**src/rtl/run_ctrl_pkg.sv**
```systemverilog
// Shared types and defaults for the run/stop tick controller.
// Holds the FSM state encoding and default DIV / DB_CYCLES values.
package run_ctrl_pkg;

    localparam logic ST_STOPPED = 1'b0;
    localparam logic ST_RUNNING = 1'b1;

    localparam int DIV_DEFAULT       = 4;
    localparam int DB_CYCLES_DEFAULT = 8;

    typedef enum logic {
        STOPPED = ST_STOPPED,
        RUNNING = ST_RUNNING
    } state_t;

    // Prescaler width: never narrower than one bit, even for DIV = 1.
    function automatic int presc_width(input int div);
        return (div > 1) ? $clog2(div) : 1;
    endfunction

endpackage

```
**src/rtl/debounce_pulse.sv**
```systemverilog
// Synchronizer + debouncer + rising-edge press pulse for one raw button.
// Ports: clock, reset (async active-low), raw in; level (debounced), press (1-cycle).
module debounce_pulse
    import run_ctrl_pkg::*;
#(
    parameter int DB_CYCLES = DB_CYCLES_DEFAULT
) (
    input  logic clock,
    input  logic reset,
    input  logic raw,
    output logic level,
    output logic press
);

    localparam int CW = $clog2(DB_CYCLES + 1);
    localparam logic [CW-1:0] CNT_LAST = CW'(DB_CYCLES - 1);

    logic          r_sync1;
    logic          r_sync2;
    logic          r_stable;
    logic [CW-1:0] r_cnt;
    logic          r_press;

    logic w_diff;
    logic w_hit;

    assign w_diff = (r_sync2 != r_stable);
    // DB_CYCLES-th consecutive differing sample: accept the new level.
    assign w_hit  = w_diff && (r_cnt == CNT_LAST);

    always_ff @(posedge clock or negedge reset) begin
        if (!reset) begin
            r_sync1  <= 1'b0;
            r_sync2  <= 1'b0;
            r_stable <= 1'b0;
            r_cnt    <= '0;
            r_press  <= 1'b0;
        end else begin
            r_sync1 <= raw;
            r_sync2 <= r_sync1;
            if (!w_diff) begin
                r_cnt <= '0;
            end else if (w_hit) begin
                r_stable <= r_sync2;
                r_cnt    <= '0;
            end else begin
                r_cnt <= r_cnt + CW'(1);
            end
            // Pulse only when the accepted level goes 0 -> 1.
            r_press <= w_hit && r_sync2;
        end
    end

    assign level = r_stable;
    assign press = r_press;

endmodule

```
**src/rtl/run_ctrl_tick.sv**
```systemverilog
// Run/stop control stage producing the counter enable tick and clear pulse.
// Ports: clock, reset (async active-low), btn_raw, clr_raw in; enable, running, clear out.
module run_ctrl_tick
    import run_ctrl_pkg::*;
#(
    parameter int DIV       = DIV_DEFAULT,
    parameter int DB_CYCLES = DB_CYCLES_DEFAULT
) (
    input  logic clock,
    input  logic reset,
    input  logic btn_raw,
    input  logic clr_raw,
    output logic enable,
    output logic running,
    output logic clear
);

    localparam int PW = presc_width(DIV);
    localparam logic [PW-1:0] PMAX = PW'(DIV - 1);

    logic w_btn_level;
    logic w_btn_press;
    logic w_clr_level;
    logic w_clr_press;
    logic w_unused;

    state_t        r_state;
    state_t        w_state_nxt;
    logic [PW-1:0] r_presc;
    logic [PW-1:0] w_presc_nxt;

    debounce_pulse #(.DB_CYCLES(DB_CYCLES)) u_btn (
        .clock (clock),
        .reset (reset),
        .raw   (btn_raw),
        .level (w_btn_level),
        .press (w_btn_press)
    );

    debounce_pulse #(.DB_CYCLES(DB_CYCLES)) u_clr (
        .clock (clock),
        .reset (reset),
        .raw   (clr_raw),
        .level (w_clr_level),
        .press (w_clr_press)
    );

    // Debounced levels are not needed here; only the press pulses are.
    assign w_unused = &{1'b0, w_btn_level, w_clr_level};

    always_ff @(posedge clock or negedge reset) begin
        if (!reset) begin
            r_state <= STOPPED;
            r_presc <= '0;
        end else begin
            r_state <= w_state_nxt;
            r_presc <= w_presc_nxt;
        end
    end

    always_comb begin
        w_state_nxt = r_state;
        w_presc_nxt = r_presc;
        if (w_btn_press) begin
            unique case (r_state)
                STOPPED: w_state_nxt = RUNNING;
                RUNNING: w_state_nxt = STOPPED;
                default: w_state_nxt = STOPPED;
            endcase
        end
        // Clear wins over increment; stopped holds phase.
        if (w_clr_press) begin
            w_presc_nxt = '0;
        end else if (r_state == RUNNING) begin
            w_presc_nxt = (r_presc == PMAX) ? '0 : r_presc + PW'(1);
        end
    end

    assign running = (r_state == RUNNING);
    assign enable  = running && (r_presc == PMAX);
    assign clear   = w_clr_press;

endmodule

```
**config.mk**
```make
export PLATFORM = sky130hd
export DESIGN_NAME = run_ctrl_tick
export DESIGN_NICKNAME = d
export VERILOG_FILES = /design/src/rtl/run_ctrl_pkg.sv /design/src/rtl/debounce_pulse.sv /design/src/rtl/run_ctrl_tick.sv
export SDC_FILE = /design/constraint.sdc
export NUM_CORES = 1
export LEC_CHECK = 0
export CAP_MARGIN = 10
export CORE_MARGIN = 3
export CORE_UTILIZATION = 25
export CTS_BUF_LIST = sky130_fd_sc_hd__clkbuf_16
export DETAILED_ROUTE_END_ITERATION = 8
export PLACE_DENSITY = 0.45
export SETUP_SLACK_MARGIN = 0.5
export SYNTH_ARGS = -nofsm -noshare
export SYNTH_HDL_FRONTEND = slang
export SYNTH_SLANG_ARGS = --single-unit
```
**constraint.sdc**
```tcl
create_clock -name clock -period 1.54 [get_ports clock]
set_input_delay 0.308 -clock clock [delete_from_list [all_inputs] [get_ports clock]]
set_output_delay 0.308 -clock clock [all_outputs]
set_load 0.005 [all_outputs]
```
# Word-level counts from Yosys, hierarchy flattened

Cells that the tools add are included.

Register bits: 19
Input bits: 4
Output and inout port bits: 3

$add $sub $neg: 3
Equality and inequality tests: 5
Multiplexer cells: 8
Bitwise logic cells: 1
Reductions and logical operators: 8

Operator list:

| kind                                                 | count |
|---|---|
| two-way mux 4 bit                                    | 4 |
| adder 4 x 1 -> 4 bit (second input constant)         | 2 |
| equality test 4 x 3 -> 1 bit (second input constant) | 2 |
| two-way mux 2 bit                                    | 3 |
| logical AND 1 bit                                    | 5 |
| AND reduction 2 bit                                  | 2 |
| adder 2 x 1 -> 2 bit (second input constant)         | 1 |
| equality test 2 bit (second input constant)          | 1 |
| inequality test 1 bit                                | 2 |
| case mux 1 bit (2 select lines)                      | 1 |
| nonzero test 2 bit                                   | 1 |
| inverter 1 bit                                       | 1 |

# Depth between registers and ports, before layout

Depth after elaboration: 4
Depth in mapped cells: 4
Mapped depth without buffers: 4

# Cells and area by module

From an unflattened synthesis, not the netlist that was laid out.

Cell total of the unflattened synthesis: 53
Area total of the unflattened synthesis: 775.7 um^2

By module, submodules not included:

| module         | instances | cells each | area each (um^2) |
|---|---|---|---|
| debounce_pulse | 2         | 21         | 317.8 |
| run_ctrl_tick  | 1         | 11         | 140.1 |

# Least setup slack after synthesis

Ideal clock, no wire load.

Path kind: flip-flop to flip-flop
From: register u_clr.r_cnt[0]
To: register u_clr.r_stable, in the netlist u_clr.level
Arrival: 1.024 ns
Data required time: 1.415 ns
Path slack: 0.391 ns
Cell stages (with the launch flop): 4
Clock period less this slack: 1.149 ns
Cell sequence: dfrtp_1 -> ha_1 -> nand3b_4 -> mux2_4

Cells in the longest elaborated chain, start to end: 3

Ends and longest elaborated chain:

| item                                 | RTL line             | source |
|---|---|---|
| from (decl)                          | debounce_pulse.sv:21 | `logic [CW-1:0] r_cnt;` |
| from (signal assigned)               | debounce_pulse.sv:47 | `r_cnt <= r_cnt + CW'(1);` |
| equality test 4 x 3 -> 1 bit         | debounce_pulse.sv:29 | `assign w_hit = w_diff && (r_cnt == CNT_LAST);` |
| logical AND 1 bit                    | debounce_pulse.sv:29 |  |
| AND reduction 2 bit (no source line) | -                    |  |
| to (signal assigned)                 | debounce_pulse.sv:44 | `r_stable <= r_sync2;` |
| to (decl)                            | debounce_pulse.sv:20 | `logic r_stable;` |

Every way passes these cells.
A chain may end at the register's enable or synchronous reset.

# Worst setup path in the final report

From: register r_presc[1]
To: output enable

Cells in the longest elaborated chain, start to end: 2

Ends and longest elaborated chain:

| item                   | RTL line            | source |
|---|---|---|
| from (decl)            | run_ctrl_tick.sv:29 | `logic [PW-1:0] r_presc;` |
| from (signal assigned) | run_ctrl_tick.sv:57 | `r_presc <= w_presc_nxt;` |
| equality test 2 bit    | run_ctrl_tick.sv:80 | `assign enable = running && (r_presc == PMAX);` |
| logical AND 1 bit      | run_ctrl_tick.sv:80 |  |
| to (decl)              | run_ctrl_tick.sv:13 | `output logic enable,` |

Every way passes these cells.

==> flow_summary.ini <==
[cts]
cts_max_level = 1
cts.sinks = 19
clk_latency_ns = 0.25
root_buffer = clkbuf_16
clock_path_buffers = 2
cts_hold_buf = 0
cts_tree = yes
cts.clk_slew.worst_paths_ns = 0.05
cts_buffers = 3

[global_route]
gr-total-overflow = 0
grt_use_total = 0.0742
grt_max_degree = 20
antenna_found_initial = 0
grt_pass1_wl_um = 1950
grt_pass1_vias = 454

[detailed_routing]
vias_per_cell = 4.16
wirelength_um = 1190
via_count = 445
wl_per_cell_um = 11.2
drtIter0Drc = 4
ant_nets = 0
firstDrtPassIters = 3
drt_drc_violations_left = 0

[layout]
syn2layout_area_growth_pct = 44.9
num-nets-final = 84
fillers = 275
final_common_cell = dfrtp_1
drive_above_1_share = 0.487
final_cell_mix = 18 x dfrtp_1, 10 x buf_4, 6 x nor2_1
antennaDiodeCount = 0

[worst_setup_path]
cp_cell_sequence = ha_2 > and2_1 > buf_2
critical-path-top-delay-family = flip-flops
crit_path_top_delay_cell = dfrtp_1
arrival_ns = 1.05
cp_max_fo = 2
path_buf_inv = 1
required_ns = 1.23
path_class = flop to output pin
critPathLaunchType = flop
cp_slowest_stage_delay_ns = 0.38
crit_path_end_kind = output pin

[placed_design]
dpl_worst_slack_ns = 0.0598
portBuffers = 6
globalplace.congestion = 0.682
place_hpwl_um = 716

[synth]
syn-num-nets = 61
yosys.cell_types.count = 15
avgSynthCellArea_sq_um = 14.3
netlist.area_leader.share = 0.616
synth_area_sq_um = 772
yosysSeqAreaShare = 0.616
synth-edff-count = 0
yosysTopAreaCell = dfrtp_1
yosys_warnings = 0
synth-async-reset-ratio = 1.00
synth_seq_cells = 19
syn_inst = 54
netlist_top_cells_area = dfrtp_1 62%, nand3b_4 5.2%, ha_1 4.9%, xnor2_1 4.5%, mux2i_1 3.9%
synth_flop_cell = dfrtp_1

[floorplan]
die_y_um = 61.6
die_area_sq_um = 3790
io_pins = 7
fp-row-count = 19
start_util = 0.271
core_sq_um = 2850
fp.dieW_um = 61.6

[sta]
fin_tns_setup_ns = 0
finalHoldViolCount = 0
fin_crit_ns = 1.36
fin_worst_skew_ns = 0.00245
rsz0062_at_grt = true
slew_violations = 0
worstMarginPinSlew_ns = 0.260
maxSlewHeadroom = 0.826
setup_ws_ns = 0.179
finalCritPeriodShare = 0.884
setup_violations = 0
clock.fmax_mhz = 735

[power]
power_density_nw_per_um2 = 1690
ir_drop_mv = 0.508
power_mw = 1.89
leakage_nw = 0.583

[worst_hold_path]
min_path_type = flop to flop

[job]
cap_violations = 0

[status]
outcome = completed
final timing paths:
kind,startpoint,endpoint,slack [ns],cells after the start
worst max-delay path,r_presc[1],enable,0.18,3
worst min register to register,u_btn.r_sync1,u_btn.r_sync2,0.35,0
worst min-delay path,u_btn.r_sync1,u_btn.r_sync2,0.35,0
min in group asynchronous,reset,running,0.40,2
worst max register to register,u_btn.r_cnt[1],u_btn.level,0.44,3
max in group asynchronous,reset,running,0.93,2
per-stage QoR:
| stage | instance area (sq um) | instances | hold slack [ns] | util |
|---|---|---|---|---|
| after floorplan | 797 | 54 | 0.0124 | - |
| after global placement | 903 | 92 | 0.334 | 0.317 |
| after detailed placement | 903 | 92 | 0.336 | 0.317 |
| after CTS | 1040 | 105 | 0.348 | 0.364 |
| after global routing | 1120 | 107 | 0.354 | 0.392 |
| final | 1120 | 107 | 0.347 | 0.392 |
flip-flops by register name, summed over array words and instances (netlist names):
register	flops
running	1
u_clr.press	1
u_clr.level	1
u_btn.level	1
u_clr.r_sync1	1
u_btn.r_sync1	1
u_clr.r_cnt	4
u_clr.r_sync2	1
u_btn.press	1
r_presc	2
u_btn.r_sync2	1
u_btn.r_cnt	4
worst register-to-register path, delay by kind of cell, from the launching register on:
kind / cells / cell delay (ns)
multiplexers: 1 / 0.29
flip-flops: 1 / 0.42
AND/OR/NAND/NOR: 1 / 0.08
adder cells (fa/ha/maj): 1 / 0.19
power by group:
part,total [mW],switching (mW),internal [mW]
Combinational,0.599,0.215,0.384
Sequential,0.761,0.133,0.628
Clock,0.525,0.178,0.347
layer usage:
metal,part of all wire,track usage,routed length [um]
met3,0.051,0.0252,61
met1,0.49,0.0880,588
met2,0.44,0.115,527
met4,0.014,0.0455,17
met5,0,0,0
kinds of logic after synthesis:
family / Yosys count / share of synthesized area
compound gates: 1 / 0.00648
xor+xnor: 5 / 0.0567
fa+ha+maj: 3 / 0.0486
buf+inv: 1 / 0.00486
flops: 19 / 0.616
mux: 5 / 0.0778
simple gates: 20 / 0.190
area by class of cell:
cell class,count,area (sq um),share of cell area
Sequential cell,19,477,0.426
Clock buffer,3,75.1,0.0671
Inverter,1,3.75,0.00336
Clock inverter,1,5.00,0.00447
Multi-Input combinational cell,34,370,0.331
Tap cell,31,38.8,0.0347
Timing Repair Buffer,18,149,0.133
cells in the mapped netlist (2+ instances only):
cell and number:
nand3b_4 2, mux2i_1 3, ha_1 3, nor3b_2 2
nor3b_1 3, dfrtp_1 19, nand3_1 2, xnor2_1 4
nor2_1 8, mux2_4 2, nor2b_1 2
timing repair:
action / 4_1_cts / 5_1_grt
buffers inserted: 9 / 2
gates cloned: 0 / 0
gates resized for setup: 14 / 12
endpoints found under the setup margin: 5 / 13
pin swaps: 4 / 7
Note: power is estimated with default switching activity, not from simulation.
